$ cat config.mk
export PLATFORM = sky130hd
export DESIGN_NAME = scan_sequencer_flat
export DESIGN_NICKNAME = d
export VERILOG_FILES = /design/src/rtl/scan_sequencer_if.sv /design/src/rtl/scan_sequencer.sv /design/src/flat_wrapper.sv
export SDC_FILE = /design/constraint.sdc
export NUM_CORES = 1
export LEC_CHECK = 0
export CORE_MARGIN = 2
export CORE_UTILIZATION = 37
export CTS_CLUSTER_SIZE = 24
export DETAILED_ROUTE_END_ITERATION = 16
export PLACE_DENSITY_LB_ADDON = 0.15
export SLEW_MARGIN = 20
export SYNTH_ARGS = -nofsm -noshare
export SYNTH_HDL_FRONTEND = slang
export SYNTH_SLANG_ARGS = --single-unit
$ cat constraint.sdc
create_clock -name clk -period 3.9 [get_ports clk]
set_clock_uncertainty 0.1 [all_clocks]
set_input_delay 0.585 -clock clk [delete_from_list [all_inputs] [get_ports clk]]
set_output_delay 0.585 -clock clk [all_outputs]
set_load 0.05 [all_outputs]
$ cat src/rtl/scan_sequencer_if.sv
// Transmitter-side link of the scan sequencer: steering angle, focal radius,
// the one-cycle initiate pulse and the Transmitter's done strobe.
interface scan_sequencer_if #(
  parameter int ANGLE_DW = 8,
  parameter int DW_INPUT = 8
);
  logic [ANGLE_DW-1:0] angle;
  logic [DW_INPUT-1:0] r_0;
  logic                initiate;
  logic                tx_done;

  modport master (
    output angle,
    output r_0,
    output initiate,
    input  tx_done
  );

  modport slave (
    input  angle,
    input  r_0,
    input  initiate,
    output tx_done
  );
endinterface

$ cat src/rtl/scan_sequencer.sv
// Frame sequencer for the Transmitter: sweeps the steering angle line by line,
// fires one initiate per line, waits for done, dwells, then advances.
module scan_sequencer #(
  parameter int ANGLE_DW = 8,
  parameter int DW_INPUT = 8,
  parameter int DWELL_DW = 16,
  parameter int TIMEOUT  = 4096
) (
  input  logic                clk,
  input  logic                rst,
  input  logic                start,
  input  logic                abort,
  input  logic [ANGLE_DW-1:0] angle_start,
  input  logic [ANGLE_DW-1:0] angle_end,
  input  logic [ANGLE_DW-1:0] angle_step,
  input  logic [DW_INPUT-1:0] r_0_in,
  input  logic [DWELL_DW-1:0] dwell_cycles,
  scan_sequencer_if.master    tx,
  output logic [7:0]          line_idx,
  output logic                busy,
  output logic                frame_done,
  output logic                timeout_err,
  output logic                cfg_err
);

  localparam int TO_W  = $clog2(TIMEOUT);
  localparam int CNT_W = (DWELL_DW > TO_W) ? DWELL_DW : TO_W;

  typedef enum logic [2:0] {
    IDLE,
    FIRE,
    WAIT_DONE,
    DWELL,
    ADVANCE,
    FINISH
  } state_t;

  state_t              state_q, state_d;
  logic [ANGLE_DW-1:0] angle_q, angle_d;
  logic [ANGLE_DW-1:0] end_q, end_d;
  logic [ANGLE_DW-1:0] step_q, step_d;
  logic [DW_INPUT-1:0] r_0_q, r_0_d;
  logic [DWELL_DW-1:0] dwell_q, dwell_d;
  logic [CNT_W-1:0]    cnt_q, cnt_d;
  logic [7:0]          line_q, line_d;
  logic                initiate_q, initiate_d;
  logic                busy_q, busy_d;
  logic                frame_done_q, frame_done_d;
  logic                timeout_q, timeout_d;
  logic                cfg_err_q, cfg_err_d;
  logic [ANGLE_DW:0]   next_angle;

  always_comb begin
    state_d      = state_q;
    angle_d      = angle_q;
    end_d        = end_q;
    step_d       = step_q;
    r_0_d        = r_0_q;
    dwell_d      = dwell_q;
    cnt_d        = cnt_q;
    line_d       = line_q;
    timeout_d    = timeout_q;
    cfg_err_d    = 1'b0;
    // One extra bit so an overflowing step is seen as past angle_end, not wrapped.
    next_angle   = {1'b0, angle_q} + {1'b0, step_q};

    if (abort && (state_q != IDLE)) begin
      state_d = IDLE;
    end else begin
      case (state_q)
        IDLE: begin
          if (start) begin
            if (angle_start <= angle_end) begin
              angle_d   = angle_start;
              end_d     = angle_end;
              step_d    = angle_step;
              r_0_d     = r_0_in;
              dwell_d   = dwell_cycles;
              line_d    = '0;
              timeout_d = 1'b0;
              state_d   = FIRE;
            end else begin
              cfg_err_d = 1'b1;
            end
          end
        end
        FIRE: begin
          cnt_d   = '0;
          state_d = WAIT_DONE;
        end
        WAIT_DONE: begin
          if (tx.tx_done) begin
            if (dwell_q == '0) begin
              state_d = ADVANCE;
            end else begin
              cnt_d   = CNT_W'(dwell_q);
              state_d = DWELL;
            end
          end else if (cnt_q == CNT_W'(TIMEOUT - 1)) begin
            timeout_d = 1'b1;
            state_d   = IDLE;
          end else begin
            cnt_d = cnt_q + 1'b1;
          end
        end
        DWELL: begin
          // Counter holds the cycles still to spend here, including this one.
          if (cnt_q <= CNT_W'(1)) begin
            state_d = ADVANCE;
          end else begin
            cnt_d = cnt_q - 1'b1;
          end
        end
        ADVANCE: begin
          if ((step_q == '0) || (next_angle > {1'b0, end_q})) begin
            state_d = FINISH;
          end else begin
            angle_d = next_angle[ANGLE_DW-1:0];
            line_d  = line_q + 1'b1;
            state_d = FIRE;
          end
        end
        FINISH: begin
          state_d = IDLE;
        end
        default: begin
          state_d = IDLE;
        end
      endcase
    end

    // Outputs registered from the next state so they line up with the state itself.
    initiate_d   = (state_d == FIRE);
    frame_done_d = (state_d == FINISH);
    busy_d       = (state_d != IDLE);
  end

  always_ff @(posedge clk) begin
    if (rst) begin
      state_q      <= IDLE;
      angle_q      <= '0;
      end_q        <= '0;
      step_q       <= '0;
      r_0_q        <= '0;
      dwell_q      <= '0;
      cnt_q        <= '0;
      line_q       <= '0;
      initiate_q   <= 1'b0;
      busy_q       <= 1'b0;
      frame_done_q <= 1'b0;
      timeout_q    <= 1'b0;
      cfg_err_q    <= 1'b0;
    end else begin
      state_q      <= state_d;
      angle_q      <= angle_d;
      end_q        <= end_d;
      step_q       <= step_d;
      r_0_q        <= r_0_d;
      dwell_q      <= dwell_d;
      cnt_q        <= cnt_d;
      line_q       <= line_d;
      initiate_q   <= initiate_d;
      busy_q       <= busy_d;
      frame_done_q <= frame_done_d;
      timeout_q    <= timeout_d;
      cfg_err_q    <= cfg_err_d;
    end
  end

  assign tx.angle    = angle_q;
  assign tx.r_0      = r_0_q;
  assign tx.initiate = initiate_q;
  assign line_idx    = line_q;
  assign busy        = busy_q;
  assign frame_done  = frame_done_q;
  assign timeout_err = timeout_q;
  assign cfg_err     = cfg_err_q;

endmodule

$ cat src/flat_wrapper.sv
// flat-port wrapper written by rule: the top's interface ports become plain ports
module scan_sequencer_flat 
#(
  parameter int ANGLE_DW = 8,
  parameter int DW_INPUT = 8,
  parameter int DWELL_DW = 16,
  parameter int TIMEOUT  = 4096
)
  (clk, rst, start, abort, angle_start, angle_end, angle_step, r_0_in, dwell_cycles, line_idx, busy, frame_done, timeout_err, cfg_err, tx_angle, tx_r_0, tx_initiate, tx_tx_done);
  scan_sequencer_if #(.ANGLE_DW(ANGLE_DW), .DW_INPUT(DW_INPUT)) tx_i ();
  input  logic clk;
  input  logic rst;
  input  logic start;
  input  logic abort;
  input  logic [ANGLE_DW-1:0] angle_start;
  input  logic [ANGLE_DW-1:0] angle_end;
  input  logic [ANGLE_DW-1:0] angle_step;
  input  logic [DW_INPUT-1:0] r_0_in;
  input  logic [DWELL_DW-1:0] dwell_cycles;
  output logic [7:0] line_idx;
  output logic busy;
  output logic frame_done;
  output logic timeout_err;
  output logic cfg_err;
  output wire logic [$bits(tx_i.angle)-1:0] tx_angle;
  output wire logic [$bits(tx_i.r_0)-1:0] tx_r_0;
  output wire logic [$bits(tx_i.initiate)-1:0] tx_initiate;
  input wire logic [$bits(tx_i.tx_done)-1:0] tx_tx_done;
  assign tx_angle = tx_i.angle;
  assign tx_r_0 = tx_i.r_0;
  assign tx_initiate = tx_i.initiate;
  assign tx_i.tx_done = tx_tx_done;
  scan_sequencer #(.ANGLE_DW(ANGLE_DW), .DW_INPUT(DW_INPUT), .DWELL_DW(DWELL_DW), .TIMEOUT(TIMEOUT)) u_core (.clk(clk), .rst(rst), .start(start), .abort(abort), .angle_start(angle_start), .angle_end(angle_end), .angle_step(angle_step), .r_0_in(r_0_in), .dwell_cycles(dwell_cycles), .tx(tx_i), .line_idx(line_idx), .busy(busy), .frame_done(frame_done), .timeout_err(timeout_err), .cfg_err(cfg_err));
endmodule
==> results by group <==
Finish
  • Area Overhead vs Synth: 27.2%
  • Layout cell share with drive strength beyond 1: 8.92%
  • Final Util: 48.3%
  • Post-route design area: 6130 um2
  • NumNets Final: 727
  • # fillers: 1276
  • Antenna Cells: 0

Detailed routing
  • 1st-pass router iterations: 4
  • Vias/cell: 5.50
  • Drt drc: 0
  • Total Wirelength: 13.7 mm
  • Routed len/inst: 16.7 um
  • Routed vias: 4521
  • DRT iter0 DRCs: 299
  • Routed Antenna Nets: 0

Power
  • Power Dens Cells: 431 nW/um2
  • Maximum vdd drop: 0.000201 V
  • P_leak: 2.29 nW

Die
  • Cell row count: 41
  • Die Y: 118 um
  • Core area: 12700 um2
  • Initial Util: 38.0%
  • DIE AREA: 13900 um2
  • IO Count: 82
  • Die Width: 118 um

STA
  • Fin. Hold Viols: 0
  • Final setup fails: 0
  • Worst-Margin Slew: 0.842 ns
  • RSZ-0062 raised after global routing: no
  • Worst hold slack: 0.399 ns
  • Max Slew Vio Count: 0
  • Tcrit/Tclk final: 90.7%
  • Minimum clock period after layout: 3.54 ns
  • Fmax: 283 MHz
  • Setup TNS: 0 ns
  • Relative slew slack: 43.7%

Logic synthesis
  • Synth async-reset ratio: 0%
  • Top post-synthesis cells by area: dfxtp_1 (33%), mux2i_1 (8.9%), ha_1 (7.3%)
  • Syn Std Cell Area: 4820 um2
  • Post-synth EDFFs: 0
  • Avg Cell Area, Syn: 8.39 um2
  • Synth Area in Simple Gates: 20.3%
  • Post-synth top area cell: dfxtp_1
  • Syn Inst Count: 574
  • Post-synthesis mux area share: 9.17%
  • Adder-Cell Fraction of Synth Area: 7.90%
  • Largest family of logic cells by synthesized area: compound AO/OA/AOI/OAI gates
  • Ys Warns: 0
  • Xor and xnor area share after synthesis: 2.55%
  • Ys flop type: dfxtp_1
  • Most instantiated cells after synthesis: dfxtp_1 (80), nor2_1 (70), mux2i_1 (43)
  • Netlist cell types: 69
  • Sequential element share of the synthesized area: 33.2%
  • Cell with the most instances after synthesis: dfxtp_1
  • Synth Register Bits: 80
  • Area share of the largest cell type after synthesis: 33.2%
  • Net Count, Synth: 656
  • Synth Area in Compound Gates: 21.3%

Job
  • Max Cap Viol: 0

Global route
  • Maximum number of pins on one net before global-route repair: 38
  • Total GRT Usage: 20.0%
  • Initial antenna violation count: 0
  • Vias in the first global route: 4372
  • Total grt overflow: 0
  • First-pass GRT wire length: 22.5 mm

Clock tree
  • Number of buffers created by CTS: 9
  • Clock tree sinks: 80
  • CTS root buf: clkbuf_16
  • CTS tree: built
  • Maximum buffer depth of the clock tree: 2
  • Clock Latency Late Sink: 0.35 ns
  • Clock H-tree levels: 3
  • CTS Hold Buffers Added: 0
  • Worst-path clk slew: 0.07 ns

Placement
  • Placed Area: 5820 um2
  • Final HPWL DP: 10.3 mm
  • RePlAce Congestion: 0.883
  • I/O Buffers: 81

Status
  • Status: finished clean

Setup path
  • Worst setup SP type: register
  • CP Data Arrival Time: 3.69 ns
  • Crit end category: register
  • WS Path Type: register to register
  • CP Data Required Time: 4.05 ns
  • Crit path max fanout: 7

Worst hold path
  • Worst Hold Class: register to register
==> layout by cell type, fill, tap and decap left out, drive strengths merged, types with 12 or more instances in the layout <==
master,count
buf,14
mux2i,43
inv,31
clkdlybuf4s50,80
a21oi,44
dfxtp,80
nor3,19
nand3,12
ha,28
nor2,70
o21ai,33
nand2,31
a211oi,16
==> cells by family after synthesis <==
kind of cell             Yosys count
buffers and inverters             63
XOR/XNOR                          14
adder cells (fa/ha/maj)           30
AO/OA/AOI/OAI                    150
multiplexers                      44
flip-flops                        80
AND/OR/NAND/NOR                  193
==> state kept, by name, indices dropped and copies added (netlist names) <==
register            flops
u_core.cnt_q           16
u_core.dwell_q         16
u_core.end_q            8
u_core.line_idx         8
u_core.step_q           8
u_core.tx.angle         8
u_core.tx.r_0           8
u_core.state_q          3
u_core.busy             1
u_core.cfg_err          1
u_core.frame_done       1
u_core.timeout_err      1
u_core.tx.initiate      1
==> path summary, 6_finish.rpt <==
| kind | start | to | slack (ns) | cells after the start |
|---|---|---|---|---|
| max | u_core.tx.angle[0]$_SDFFE_PP0P_ | u_core.line_idx[7]$_SDFFE_PP0P_ | 0.36 | 13 |
| min | u_core.tx.r_0[0]$_SDFFE_PP0P_ | u_core.tx.r_0[0]$_SDFFE_PP0P_ | 0.40 | 2 |
| max reg2reg | u_core.tx.angle[0]$_SDFFE_PP0P_ | u_core.line_idx[7]$_SDFFE_PP0P_ | 0.36 | 13 |
| min reg2reg | u_core.tx.r_0[0]$_SDFFE_PP0P_ | u_core.tx.r_0[0]$_SDFFE_PP0P_ | 0.40 | 2 |
==> layer usage <==
layer / up-vias / routed length (um) / global-route usage (%)
met3: 20 / 642 / 3.83
met4: 0 / 244 / 7.91
met5: - / 0 / 0
li1: 2258 / - / -
met2: 119 / 6370 / 31.6
met1: 2124 / 6480 / 26.8
==> power by group <==
part	total [mW]	leakage (nW)	internal, mW	switching (mW)
combinational	0.844	1.50	0.353	0.491
sequential	0.966	0.652	0.886	0.0806
clock	0.832	0.145	0.459	0.374
total	2.64	2.29	1.70	0.945
==> metrics by stage <==
stage / setup slack, ns / std cells / power [mW]
after floorplan: 0.271 / 574 / 1.54
after global placement: 0.320 / 804 / 1.81
after detailed placement: 0.235 / 804 / 1.82
after CTS: 0.192 / 820 / 2.67
after global routing: 0.0580 / 822 / 2.79
final: 0.362 / 822 / 2.64
==> critical path, cell delays in order, from the launching register on <==
cell and delay, ns:
dfxtp_1 0.33, ha_1 0.25, fa_1 0.44, a211oi_1 0.27
o21bai_1 0.11, a21oi_1 0.18, xnor2_1 0.12, ha_1 0.31
nand4_1 0.07, or2_2 0.30, o211ai_1 0.15, and4_1 0.40
a41oi_1 0.15, a311oi_1 0.26
==> what timing repair did <==
| action | 4_1_cts | 5_1_grt |
|---|---|---|
| setup endpoints to repair | 0 | 11 |
| hold endpoints to repair | 0 | 0 |
| resized for setup | 0 | 1 |
| buffers inserted | 0 | 2 |
==> final cells by class <==
| cell class | instances | area [um2] | area share, % |
|---|---|---|---|
| Multi-Input combinational cell | 431 | 2970 | 48.5 |
| Tap cell | 172 | 215 | 3.51 |
| Clock buffer | 10 | 239 | 3.90 |
| Clock inverter | 6 | 51.3 | 0.837 |
| Sequential cell | 80 | 1600 | 26.1 |
| Inverter | 29 | 109 | 1.78 |
| Timing Repair Buffer | 94 | 941 | 15.4 |
(Power assumes the default switching activity.)
